### config.mk
export PLATFORM = sky130hd
export DESIGN_NAME = data_mem_arbiter
export DESIGN_NICKNAME = d
export VERILOG_FILES = /design/src/rtl/data_mem_arbiter.sv
export SDC_FILE = /design/constraint.sdc
export NUM_CORES = 1
export LEC_CHECK = 0
export CAP_MARGIN = 20
export CORE_AREA = 2 2 112 114
export CTS_CLUSTER_DIAMETER = 60
export DETAILED_ROUTE_END_ITERATION = 7
export DIE_AREA = 0 0 114 116
export HOLD_SLACK_MARGIN = 0.15
export SYNTH_ARGS = -nofsm -noshare
export SYNTH_HDL_FRONTEND = slang
export SYNTH_SLANG_ARGS = --single-unit
export TNS_END_PERCENT = 5
### constraint.sdc
create_clock -name clk_i -period 3.7 [get_ports clk_i]
set_input_delay 0.925 -clock clk_i [delete_from_list [all_inputs] [get_ports clk_i]]
set_output_delay 0.925 -clock clk_i [all_outputs]
set_load 0.005 [all_outputs]
### src/rtl/data_mem_arbiter.sv
// data_mem_arbiter: two-master arbiter for the single data-memory port with in-order response routing
// Ports: clk_i/rst_i (sync active-high); m_req_i/m_gnt_o/m_rvalid_o per-master handshake;
// m_addr_i/m_we_i/m_be_i/m_wdata_i per-master request fields; m_rdata_o broadcast response data;
// data_* memory-side port; outstanding_o granted-but-unanswered count; err_o sticky rvalid-when-empty error.
// Optional feature: define DATA_MEM_ARB_RR_EN for round-robin tie-breaking (default: master 0 wins ties).
module data_mem_arbiter #(
    parameter int DATA_WIDTH      = 32,
    parameter int MAX_OUTSTANDING = 2,
    localparam int CW = $clog2(MAX_OUTSTANDING + 1),
    localparam int PW = (MAX_OUTSTANDING > 1) ? $clog2(MAX_OUTSTANDING) : 1
) (
    input  logic                       clk_i,
    input  logic                       rst_i,
    input  logic [1:0]                 m_req_i,
    output logic [1:0]                 m_gnt_o,
    output logic [1:0]                 m_rvalid_o,
    input  logic [1:0][DATA_WIDTH-1:0] m_addr_i,
    input  logic [1:0]                 m_we_i,
    input  logic [1:0][3:0]            m_be_i,
    input  logic [1:0][DATA_WIDTH-1:0] m_wdata_i,
    output logic [DATA_WIDTH-1:0]      m_rdata_o,
    output logic                       data_req_o,
    input  logic                       data_gnt_i,
    input  logic                       data_rvalid_i,
    output logic [DATA_WIDTH-1:0]      data_addr_o,
    output logic                       data_we_o,
    output logic [3:0]                 data_be_o,
    output logic [DATA_WIDTH-1:0]      data_wdata_o,
    input  logic [DATA_WIDTH-1:0]      data_rdata_i,
    output logic [CW-1:0]              outstanding_o,
    output logic                       err_o
);
    logic                       locked, locked_id, rr_last, err, tie, sel, full, empty, gnt, pop;
    logic [CW-1:0]              count;
    logic [PW-1:0]              wptr, rptr;
    logic [MAX_OUTSTANDING-1:0] fifo;

    function automatic logic [PW-1:0] nxt(input logic [PW-1:0] p);
        return (p == PW'(MAX_OUTSTANDING - 1)) ? '0 : p + 1'b1;
    endfunction

`ifdef DATA_MEM_ARB_RR_EN
    assign tie = ~rr_last;
`else
    // rr_last is tracked regardless of policy; fixed priority simply ignores it
    assign tie = 1'b0 & rr_last;
`endif

    always_comb begin
        full         = count == CW'(MAX_OUTSTANDING);
        empty        = count == '0;
        // master 1 is chosen when it requests alone, or on a tie the policy hands to it
        sel          = locked ? locked_id : (m_req_i[1] & (~m_req_i[0] | tie));
        data_req_o   = m_req_i[sel] & ~full;
        gnt          = data_req_o & data_gnt_i;
        pop          = data_rvalid_i & ~empty;
        m_gnt_o      = {gnt & sel, gnt & ~sel};
        m_rvalid_o   = {pop & fifo[rptr], pop & ~fifo[rptr]};
        m_rdata_o    = data_rdata_i;
        data_addr_o  = m_addr_i[sel];
        data_we_o    = m_we_i[sel];
        data_be_o    = m_be_i[sel];
        data_wdata_o = m_wdata_i[sel];
        outstanding_o = count;
        err_o        = err;
    end

    always_ff @(posedge clk_i) begin
        if (rst_i) begin
            count     <= '0;
            wptr      <= '0;
            rptr      <= '0;
            locked    <= 1'b0;
            locked_id <= 1'b0;
            rr_last   <= 1'b1;
            err       <= 1'b0;
        end else begin
            if (gnt) begin
                fifo[wptr] <= sel;
                wptr       <= nxt(wptr);
                rr_last    <= sel;
                locked     <= 1'b0;
            end else if (data_req_o) begin
                locked    <= 1'b1;
                locked_id <= sel;
            end
            if (pop)
                rptr <= nxt(rptr);
            if (data_rvalid_i & empty)
                err <= 1'b1;
            count <= count + CW'(gnt) - CW'(pop);
        end
    end
endmodule

==> results.py <==
metrics = {
    "sta": {
        "fmax_ghz": 0.274,
        "final_hold_viol_count": 0,
        "worstMarginPinSlew_ps": 454,
        "drv_slew": 0,
        "clock_skew_ps": 2.22,
        "relSlewSlack_pct": 69.5,
        "finalSetupViolCount": 0,
        "finalCritPeriodShare_pct": 98.7,
        "holdWs_ps": 475,
        "rsz0062_at_grt": "yes",
        "min_period_ps": 3650,
        "finalWorstSetupSlack_ps": 49.9,
    },
    "floorplanning": {
        "die-area_um2": 13200,
        "core_um2": 11900,
        "io_pins": 285,
        "die_h_um": 116,
        "die_w_um": 114,
        "initial_utilization_pct": 12.7,
        "num_rows": 40,
    },
    "critical_path": {
        "r2r_setup_slack_ps": 1670,
        "crit_path_end_kind": "primary output",
        "cp.arrival_ps": 2730,
        "worst-path-max-fanout": 19,
        "critical_path_class": "primary input to primary output",
        "startpoint_type": "primary input",
        "required_ps": 2770,
    },
    "drt": {
        "drtPass1Iterations": 4,
        "drt-initial-drc-count": 29,
        "wl_per_cell_um": 15.2,
        "vias": 1911,
        "drc": 0,
        "vias_per_cell": 3.83,
        "drt-total-wl_um": 7610,
        "antenna_left": 0,
    },
    "synth": {
        "async_reset_ff_share_pct": 0,
        "avgSynthCellArea_um2": 9.53,
        "ys_ff_latch": 9,
        "synth_warnings": 0,
        "synth_area_leaders": "mux2_2 51%, buf_4 16%, dfxtp_1 9.2%",
        "synth_top_area_cell": "mux2_2",
        "syn_area_um2": 1520,
        "synth_edf_count": 2,
        "synth-seq-area-share_pct": 13.2,
        "syn_nets": 336,
        "syn_inst": 159,
        "synth-main-ff-cell": "dfxtp_1",
        "yosysUniqueCellTypes": 28,
        "synth_top_area_share_pct": 51.3,
    },
    "status": {
        "run_status": "complete, no violations",
    },
    "grt": {
        "grt_antenna_before_repair": 0,
        "grt_pass1_vias": 1998,
        "globalRouteOverflowTotal": 0,
        "grt_pass1_wl_um": 10500,
        "grt_max_degree": 39,
        "grtUsageTotal_pct": 10.0,
    },
    "placed_design": {
        "place_inst": 490,
        "place_hpwl_um": 6270,
        "place.gp.congestion": 0.714,
        "portBuffers": 220,
        "place_ws_ps": -19.6,
    },
    "power_and_ir_drop": {
        "power.total_mw": 0.980,
        "p_leak_nw": 1.99,
        "p_per_area_nw_per_um2": 245,
        "worst_ir_drop_vdd_uv": 117,
    },
    "final_layout": {
        "drive_above_1_share_pct": 25.0,
        "antenna_cells": 0,
        "fin_cells": 499,
        "final_util_pct": 33.6,
        "nets": 530,
        "area_delta_synth_final_pct": 164,
    },
    "worst_hold_path": {
        "hold_class": "register to register",
    },
    "cts": {
        "htree_num_levels": 1,
        "clock_latency_ps": 240,
        "clkTransAtPathRegs_ps": 40,
        "numClockSinks": 9,
        "cts_hold_buf": 0,
        "cts_root_buf": "clkbuf_16",
        "cts_tree": "yes",
        "clockBufferDepth": 2,
        "cts_made_buffers": 3,
    },
    "run": {
        "drv_cap": 0,
    },
}
-- stage by stage --
stage,cell area (um^2),TNS (ps)
floorplan,1520,0
global placement,3690,-77.1
detailed placement,3690,-62.2
CTS,3760,-60.2
global route,4000,0
finish,4000,0
-- repair_timing --
action,in CTS,in global routing
cloned,0,2
setup buffers,0,3
endpoints found under the setup margin,14,53
endpoints found under the hold margin,0,0
pin swaps,0,1
gates resized for setup,9,62
-- kinds of logic after synthesis --
family | count (synthesis) | synth area share, %
XOR/XNOR | 4 | 2.31
adder cells (fa/ha/maj) | 1 | 0.826
multiplexers | 71 | 52.9
AND/OR/NAND/NOR | 22 | 7.27
buffers and inverters | 43 | 19.2
AO/OA/AOI/OAI | 9 | 4.21
flip-flops | 9 | 13.2
-- synth_stat cells, types with 2 or more instances --
master and n:
xor2_1 2, nor2b_1 2, or4_1 2, edfxtp_1 2, xnor2_1 2, buf_2 8
a21oi_1 2, nand2_1 2, mux2_2 69, buf_4 32, nand2b_1 3, dfxtp_1 7
nor2_1 10, inv_1 2
-- worst paths after layout --
check | start | endpoint | cells after the start
setup / recovery | m_req_i[0] | data_wdata_o[27] | 6
hold / removal | err_o | err_o | 2
setup reg to reg | locked_id | outstanding_o[1] | 7
hold reg to reg | err_o | err_o | 2
-- report_power, final --
group | switching [mW] | internal, mW
Sequential | 0.0237 | 0.126
Combinational | 0.199 | 0.437
Clock | 0.0498 | 0.144
Total | 0.273 | 0.707
-- placed cells by master, fill, tap and decap left out, drive strengths merged, types with 2 or more instances in the layout --
cell / synthesis / routed
clkbuf: 1 / 6
edfxtp: 2 / 2
clkdlybuf4s50: 0 / 155
inv: 2 / 2
mux2: 70 / 70
xnor2: 2 / 2
nand2: 2 / 2
xor2: 2 / 2
nor2: 10 / 10
dlygate4sd2: 0 / 7
dfxtp: 7 / 7
nand2b: 3 / 3
dlymetal6s2s: 0 / 57
nor2b: 2 / 2
o21ai: 2 / 2
or4: 2 / 2
buf: 40 / 8
a21oi: 2 / 2
-- layout make-up --
type                       count  area [um^2]
clock buffer                   4         78.8
fill                        1210         7910
inverter                       2         7.51
multi-input combinational    107         1060
sequential                     9          200
tap                          147          184
timing repair buffer         230         2470
-- worst max-delay path, stage by stage --
cell,delay [ps]
clkdlybuf4s50_1,480
nand2b_4,130
o21a_4,220
buf_12,190
mux2_4,330
clkdlybuf4s50_1,440
-- routing by layer --
layer	up-vias	part of all wire (%)	GRT usage [%]	routed length, um
met5	-	0	0	0
met4	0	0.78	2.36	59
met3	7	8.3	3.29	635
met2	109	53	16.9	4050
met1	878	38	12.4	2860
li1	917	-	-	-
-- registers in the layout, indices dropped and copies added (netlist names) --
register / flops
locked: 1
rptr: 1
outstanding_o: 2
wptr: 1
fifo: 2
err_o: 1
locked_id: 1
No activity file was read; power rests on OpenSTA's default activity.
